===== config.mk =====
export PLATFORM = sky130hd
export DESIGN_NAME = tio_sync_gen
export DESIGN_NICKNAME = d
export VERILOG_FILES = /design/src/rtl/tio_sync_gen.sv
export SDC_FILE = /design/constraint.sdc
export NUM_CORES = 1
export LEC_CHECK = 0
export ABC_CLOCK_PERIOD_IN_PS = 4800
export BUFFER_PORTS_ARGS = -buffer_cell sky130_fd_sc_hd__buf_2
export CELL_PAD_IN_SITES_DETAIL_PLACEMENT = 2
export CELL_PAD_IN_SITES_GLOBAL_PLACEMENT = 2
export CORE_MARGIN = 2
export CORE_UTILIZATION = 36
export CTS_BUF_LIST = sky130_fd_sc_hd__clkbuf_4 sky130_fd_sc_hd__clkbuf_8
export DETAILED_ROUTE_END_ITERATION = 12
export GPL_TIMING_DRIVEN = 0
export PLACE_DENSITY = 0.93
export SKIP_LAST_GASP = 1
export SYNTH_ARGS = -nofsm -noshare
export SYNTH_HDL_FRONTEND = slang
export SYNTH_SLANG_ARGS = --single-unit

===== constraint.sdc =====
create_clock -name clk_i -period 4.8 [get_ports clk_i]
set_clock_uncertainty 0.05 [all_clocks]
set_input_delay 0.24 -clock clk_i [delete_from_list [all_inputs] [get_ports clk_i]]
set_output_delay 0.24 -clock clk_i [all_outputs]
set_load 0.01 [all_outputs]

===== src/rtl/tio_sync_gen.sv =====
// tio_sync_gen: delayed sync pulse generator with sysclk counter and sync-sequence phase reload
module tio_sync_gen #(
  parameter int SEQ_LEN      = 8,
  parameter int EXT_SYNC_LEN = 4,
  parameter int COUNT_WIDTH  = 32
) (
  input  logic                         clk_i,
  input  logic                         rst_i,
  input  logic                         sync_req_i,
  input  logic [7:0]                   sync_offset_i,
  input  logic                         en_ext_sync_i,
  input  logic [7:0]                   clk_offset_i,
  output logic                         sync_o,
  output logic                         ext_sync_o,
  output logic [$clog2(SEQ_LEN)-1:0]   seq_phase_o,
  output logic [COUNT_WIDTH-1:0]       sysclk_count_o,
  output logic                         busy_o,
  output logic                         req_drop_o
);
  localparam int PW = $clog2(SEQ_LEN);
  localparam int CW = (EXT_SYNC_LEN > 257) ? $clog2(EXT_SYNC_LEN) : 8;
  typedef enum logic [1:0] {IDLE, WAIT, HOLD} state_t;
  state_t state_q, state_d;
  logic [CW-1:0] cnt_q, cnt_d;
  logic en_q, en_d;
  logic [7:0] off_q, off_d;
  logic sync_q, sync_d, ext_q, ext_d, busy_q, busy_d, drop_q, drop_d;
  logic [PW-1:0] phase_q, phase_d;
  logic [COUNT_WIDTH-1:0] count_q, count_d;
  always_ff @(posedge clk_i) begin
    if (rst_i) begin
      state_q <= IDLE;
      cnt_q   <= '0;
      en_q    <= 1'b0;
      off_q   <= '0;
      sync_q  <= 1'b0;
      ext_q   <= 1'b0;
      busy_q  <= 1'b0;
      drop_q  <= 1'b0;
      phase_q <= '0;
      count_q <= '0;
    end else begin
      state_q <= state_d;
      cnt_q   <= cnt_d;
      en_q    <= en_d;
      off_q   <= off_d;
      sync_q  <= sync_d;
      ext_q   <= ext_d;
      busy_q  <= busy_d;
      drop_q  <= drop_d;
      phase_q <= phase_d;
      count_q <= count_d;
    end
  end
  // cnt_q counts the remaining WAIT cycles, then the remaining HOLD cycles
  always_comb begin
    state_d = state_q;
    cnt_d   = cnt_q;
    en_d    = en_q;
    off_d   = off_q;
    if (state_q == IDLE && sync_req_i) begin
      state_d = WAIT;
      cnt_d   = CW'(sync_offset_i);
      en_d    = en_ext_sync_i;
      off_d   = clk_offset_i;
    end else if (state_q == WAIT) begin
      state_d = (cnt_q != '0) ? WAIT : ((en_q && EXT_SYNC_LEN > 1) ? HOLD : IDLE);
      cnt_d   = (cnt_q != '0) ? cnt_q - CW'(1) : CW'(EXT_SYNC_LEN - 2);
    end else if (state_q == HOLD) begin
      state_d = (cnt_q == '0) ? IDLE : HOLD;
      cnt_d   = cnt_q - CW'(1);
    end
  end
  always_comb begin
    sync_d  = state_d == WAIT && cnt_d == '0;
    ext_d   = (sync_d && en_d) || state_d == HOLD;
    busy_d  = state_d != IDLE;
    drop_d  = sync_req_i && busy_q;
    phase_d = (sync_q || phase_q == PW'(SEQ_LEN - 1)) ? '0 : phase_q + PW'(1);
    count_d = sync_q ? COUNT_WIDTH'(off_q) : count_q + COUNT_WIDTH'(1);
  end
  assign sync_o         = sync_q;
  assign ext_sync_o     = ext_q;
  assign busy_o         = busy_q;
  assign req_drop_o     = drop_q;
  assign seq_phase_o    = phase_q;
  assign sysclk_count_o = count_q;
endmodule


Word-level counts from Yosys, hierarchy flattened

Index checks and enable logic that the tools add are counted.

Bits in registers: 58
Latch bits: 0
RAM bits: 0
Bits in read-only memories: 0
Input port bits: 20
Output and inout bits: 39
Word-level logic and storage cells: 44
Memories kept: 0

$add $sub $neg: 3
$mul: 0
Divide/modulo/power cells: 0
Order comparisons: 0
Equal/unequal tests: 5
Shift-type cells: 0
Mux-type cells: 12
Bitwise operators: 0
Reduce and logical (&&, ||, !) cells: 13

Operators by type and width:

| kind                                                | count |
|---|---|
| 2-to-1 mux 8 bit                                    | 5 |
| adder 32 x 1 -> 32 bit, second input constant       | 1 |
| logical NOT 8 bit                                   | 2 |
| 2-to-1 mux 2 bit                                    | 6 |
| nonzero test 8 bit                                  | 1 |
| subtractor 8 x 1 -> 8 bit, second input constant    | 1 |
| equality test 2 x 1 -> 1 bit, second input constant | 2 |
| equality test 2 bit, second input constant          | 2 |
| logical AND 1 bit                                   | 4 |
| OR reduction 2 bit                                  | 2 |
| adder 3 x 1 -> 3 bit, second input constant         | 1 |
| equality test 3 bit, second input constant          | 1 |
| logical NOT 2 bit                                   | 1 |
| logical OR 1 bit                                    | 2 |
| nonzero test 2 bit                                  | 1 |
| 2-to-1 mux 1 bit                                    | 1 |

Longest topological paths before layout

Depth after elaboration: 9
Depth in mapped cells: 8
Gate-level depth less buffers: 8

Worst setup path before layout

No wires, ideal clock.

Kind: register -> register
Start: reg cnt_q[0]
End: reg sync_q, in the netlist sync_o
Library setup time: 100 ps
Arrival time: 1,898 ps
Required time: 4,650 ps
Setup slack: 2,752 ps
Stages on the path, launching flop included: 9
Path buffers: 0
Period minus slack after synthesis: 2,048 ps
Path through: dfxtp_1 > inv_1 > ha_1 > nor2b_1 > a311oi_1 > a31oi_2 > nand4_2 > or3b_4 > a2111oi_4

Longest elaborated chain between the ends: 7
Elaborated cells on any way between the ends: 15

Ends and longest elaborated chain:

| item                                                                              | RTL line | source |
|---|---|---|
| from (decl)                                                                       | 24       | `logic [CW-1:0] cnt_q, cnt_d;` |
| from (signal assigned)                                                            | 44       | `cnt_q <= cnt_d;` |
| parallel branches: the longest is 6 deep, another holds subtractor 8 x 1 -> 8 bit | n/a      |  |
| logical AND 1 bit *                                                               | 75       | `sync_d = state_d == WAIT && cnt_d == '0;` |
| to (signal assigned)                                                              | 47       | `sync_q <= sync_d;` |
| to (decl)                                                                         | 27       | `logic sync_q, sync_d, ext_q, ext_d, busy_q, busy_d, drop_q, drop_d;` |

Mark *: on every way between the ends.
A chain may end at the register's enable or synchronous reset.

Worst setup path in the final report

Start: reg count_q[0], in the netlist sysclk_count_o[0]
End: reg count_q[26], in the netlist sysclk_count_o[26]

Longest elaborated chain between the ends: 1

Ends and longest elaborated chain:

| item                   | RTL line | source |
|---|---|---|
| from (decl)            | 29       | `logic [COUNT_WIDTH-1:0] count_q, count_d;` |
| from (signal assigned) | 52       | `count_q <= count_d;` |
| adder 32 x 1 -> 32 bit | 80       | `count_d = sync_q ? COUNT_WIDTH'(off_q) : count_q + COUNT_WIDTH'(1);` |

Every way passes these cells.

==> metrics list <==
- In this run the remaining antenna-violating nets after routing total 0.
* Vias after detailed routing: 2760
- For this design, the slowest cell found on the critical path is dfxtp_1.
- FF-to-FF Start: sysclk_count_o[0]
- Max FO, Critical Path: 7
* Total wirelength of the detailed-routed design: 10.3 mm
- Most used cells in the layout excluding fill and tap cells: buf_2, dfxtp_1, nor2_1
- CTS H-Tree Depth: 3
- Post-CTS timing repair inserted 0 buffers for setup.
* Type of element capturing the critical path: flip-flop
- Of the total power, combinational logic draws 21.6%.
- On the final layout, the worst hold slack is slightly below 0.1 ns.
- In this run, distinct cell masters in the synthesized netlist total between 60 and 70.
- Start point of the critical path: sysclk_count_o[0]
- Gate count after technology mapping: 337
- Number of detailed-route iterations in the first pass: 4
- Summing the areas of all compound-gate instances in the mapped netlist gives between 10 and 15% of the synthesized area.
- Post-layout minimum cycle time: 2.48 ns
- The floorplan has 32 rows.
- XOR/XNOR share of the synthesized area: about 8.5%
* Top flip-flop cell by instance count after synthesis: dfxtp_1
* Required time of the critical path: 4.99 ns
- Floorplan die height: 94.0 um
- First DRT Iteration DRCs: 49
* Signal arrival time at the worst endpoint: around 2.7 ns
- Total power: approximately 0.0012 W
* Clock buffers created by TritonCTS: 9
- The worst hold path passes through 3 cells.
* Launch instance of the worst min-delay path: clk_offset_i[1]
* TritonCTS clock tree: yes
- Entering global routing, the biggest net connects 11 pins.
* Final setup violation count: 0
* Netlist area before placement: 2910 um2
* Count of boundary I/O pins: just under 60
- Post-CTS repair changed the size of 0 cells.
- The repair_antennas step left the layout with diodes totalling 0.
- The number of buffers and inverters on the critical path is 1.
- The number of nets in the synthesized netlist is 361.
- By startpoint and endpoint, the worst setup path is classified as flip-flop to flip-flop.
- Synthesized flop and latch total: 58
- Effective utilization at floorplan: between 30% and 40%
- Result of the run: complete, no violations
- Number of global-route vias before repair: 3028
* Highest attainable clock frequency: ~0.40 GHz
* Critical Path Start Type: flip-flop
- Max stage delay on crit path: 0.40 ns
- Fin crit share: between 50% and 60%
- Max-cap violations in this run came to 0.
- For this run, the share of the core covered by cells in the final layout is approximately 45%.
- Counting cells, the worst reg-to-reg path comes to 7.
- In this run the horizontal extent of the chip is between 90 and 100 um.
* Share of power burned in the clock network: ~33%
- Routability congestion estimate: a little under 0.9
- Switching Fraction: approximately a third
- Synth-to-Final Area Change: 19.8%
- Total clock sinks: 58
- Number of nets in the layout: 430
- Detailed Place HPWL: ~7.3 mm
- FF/Latch Area: 1160 um2
- Final Max Slew Viols: 0
* Clock latency at the later pin of the worst-skew pair: roughly 0.33 ns
* Switching power total: 0.000375 W
- Core box area: about 8000 um2
* Global-route wire length before repair: approximately 17 mm
* Share of post-route cells with drive strength above 1: between 20% and 30%
* End of the worst register-to-register path: sysclk_count_o[26]
* Internal Pwr Total: around 0.0008 W
- For this run the aggregate overflow at the end of global routing stands at 0.
- Number of buffers on the longest clock path: 2
- FFs w/ async S/R, synth: 0%
* Proportion of power drawn by flip-flops and latches: a little under half
- Broken down by cell family, the worst path's largest delay share belongs to simple AND/OR/NAND/NOR gates.
- Number of antenna violations at the first check in global routing: 0
- The layout has slightly below 900 filler cells.
* Post-synthesis sequential area ratio: 39.8%
- The number of hold buffers added after CTS was 0.
* Post-Synth Simple-Gate Area: between 20% and 30%
- Multi-input combinational cell area: around 1600 um2
- Number of warnings issued by yosys: 0
* Main combinational cell family by area after synthesis: simple AND/OR/NAND/NOR gates
- Setup repair after global routing left no endpoint under its margin.
- Using the TritonRoute via totals, the vias-per-cell ratio works out to around 5.4.
- Multiplexer share of the synthesized area: ~1%
- Most repeated library cell on the critical path: and4_1
- The die covers 8830 um2.
- Headroom to the max-slew limit came out at 63.9%.
- The worst register-to-register path has a setup slack of roughly 2.3 ns.
* Worst vdd rail ir drop: 158 uV
* CTS Root Cell: clkbuf_8
* Slew at the pin with the worst max-slew slack: around 0.54 ns
* I/O Buffers: 58
* Post-route DRC: 0
* Post-Route Setup TNS: 0 ns
- The average instance in the mapped netlist occupies 8.65 um2.
* Depth of the critical timing path with buffers and inverters included: 7
- Global routing used approximately a quarter of the available tracks across all layers.
* WL/cell: ~20 um
- The critical path goes through ha_1, and4_1, and4_1, clkbuf_1, nand4_1, or3_1, a21oi_1.
* Synthesized-area fraction occupied by adder cells: 1.72%
* Total power divided by cell area: 337 nW/um2
* Final hold violation count: 0
- Clock transition at the register clock pins on the worst setup and hold paths after CTS: around 0.07 ns
* Lkg Pwr: between 1 and 1.5 nW
- The path with the worst hold slack has its endpoint at off_q[1].
- In this run, synthesis inferred 0 flip-flops with an integrated enable.
* Type of the worst min-delay path: input port to flip-flop
* Most common cell after layout, fill and taps aside: buf_2
## worst register-to-register path, delay by kind of cell, from the launching register on
| kind | cells | cell delay (ns) |
|---|---|---|
| AND/OR/NAND/NOR | 4 | 1.26 |
| buffers and inverters | 1 | 0.27 |
| flip-flops | 1 | 0.40 |
| AO/OA/AOI/OAI | 1 | 0.18 |
| adder cells (fa/ha/maj) | 1 | 0.23 |
## how the worst max path moves through the flow
stage,endpoint,slack (ns)
floorplan,sync_o,2.75
global placement,sync_o,2.51
detailed placement,sysclk_count_o[26],2.34
CTS,sysclk_count_o[26],2.28
global route,sysclk_count_o[26],2.13
finish,sysclk_count_o[26],2.32
## registers in the layout, summed over array words and instances (netlist names)
| signal | cells |
|---|---|
| busy_o | 1 |
| cnt_q | 8 |
| en_q | 1 |
| ext_sync_o | 1 |
| off_q | 8 |
| req_drop_o | 1 |
| seq_phase_o | 3 |
| state_q | 2 |
| sync_o | 1 |
| sysclk_count_o | 32 |
## final cells by class
class / count / share of cell area [%]
multi-input combinational: 255 / 45.9
sequential: 58 / 33.3
timing repair buffer: 58 / 8.32
clock buffer: 10 / 3.94
buffer: 18 / 3.66
tap: 102 / 3.66
inverter: 6 / 0.645
clock inverter: 4 / 0.574
## through the flow
stage | instance area (um2) | cells | setup slack (ns)
global route | 3490 | 511 | 2.13
floorplan | 2910 | 337 | 2.75
finish | 3490 | 511 | 2.32
CTS | 3490 | 511 | 2.28
detailed placement | 3330 | 497 | 2.34
global placement | 3330 | 497 | 2.51
## synthesized netlist by cell type (4+ instances only)
cell | number | share of area, %
o21ai_0 | 8 | 1.4
ha_1 | 4 | 1.7
xor2_1 | 13 | 3.9
nand3_1 | 11 | 1.9
nor3_1 | 11 | 1.9
nand4_1 | 7 | 1.5
nor3b_1 | 6 | 1.5
xnor2_1 | 12 | 3.6
buf_6 | 5 | 1.9
dfxtp_1 | 58 | 40
nand2_1 | 29 | 3.7
clkbuf_1 | 9 | 1.2
or3_1 | 6 | 1.3
and3_1 | 6 | 1.3
nor2_1 | 53 | 6.8
inv_1 | 6 | 0.77
a21oi_1 | 26 | 4.5
and4_1 | 7 | 2.1
## metal layers
metal  wire length, um  part of all wire (%)  GRT usage [%]  up-vias
met2              5480                    53           45.8       59
met4               181                   1.8           7.73        0
met5                 0                     0              0        -
met3               322                   3.1           4.65       21
li1                  -                     -              -     1323
met1              4280                    42           28.8     1357
## power groups by stage
stage	clock, W	sequential (W)	combinational (W)
final	0.000384	0.000538	0.000254
after global routing	0.000420	0.000542	0.000281
after CTS	0.000392	0.000538	0.000255
after detailed placement	0	0.000548	0.000250
after global placement	0	0.000545	0.000238
after floorplan	0	0.000542	0.000180
## cell families after synthesis
kind of cell	count (synthesis)
muxes	3
xor gates and xnor gates	26
DFF	58
and+or+nand+nor	160
adders and majority gates	4
AOI/OAI and AO/OA	62
buffers and inverters	24
Power figures use the tool's default switching activity.
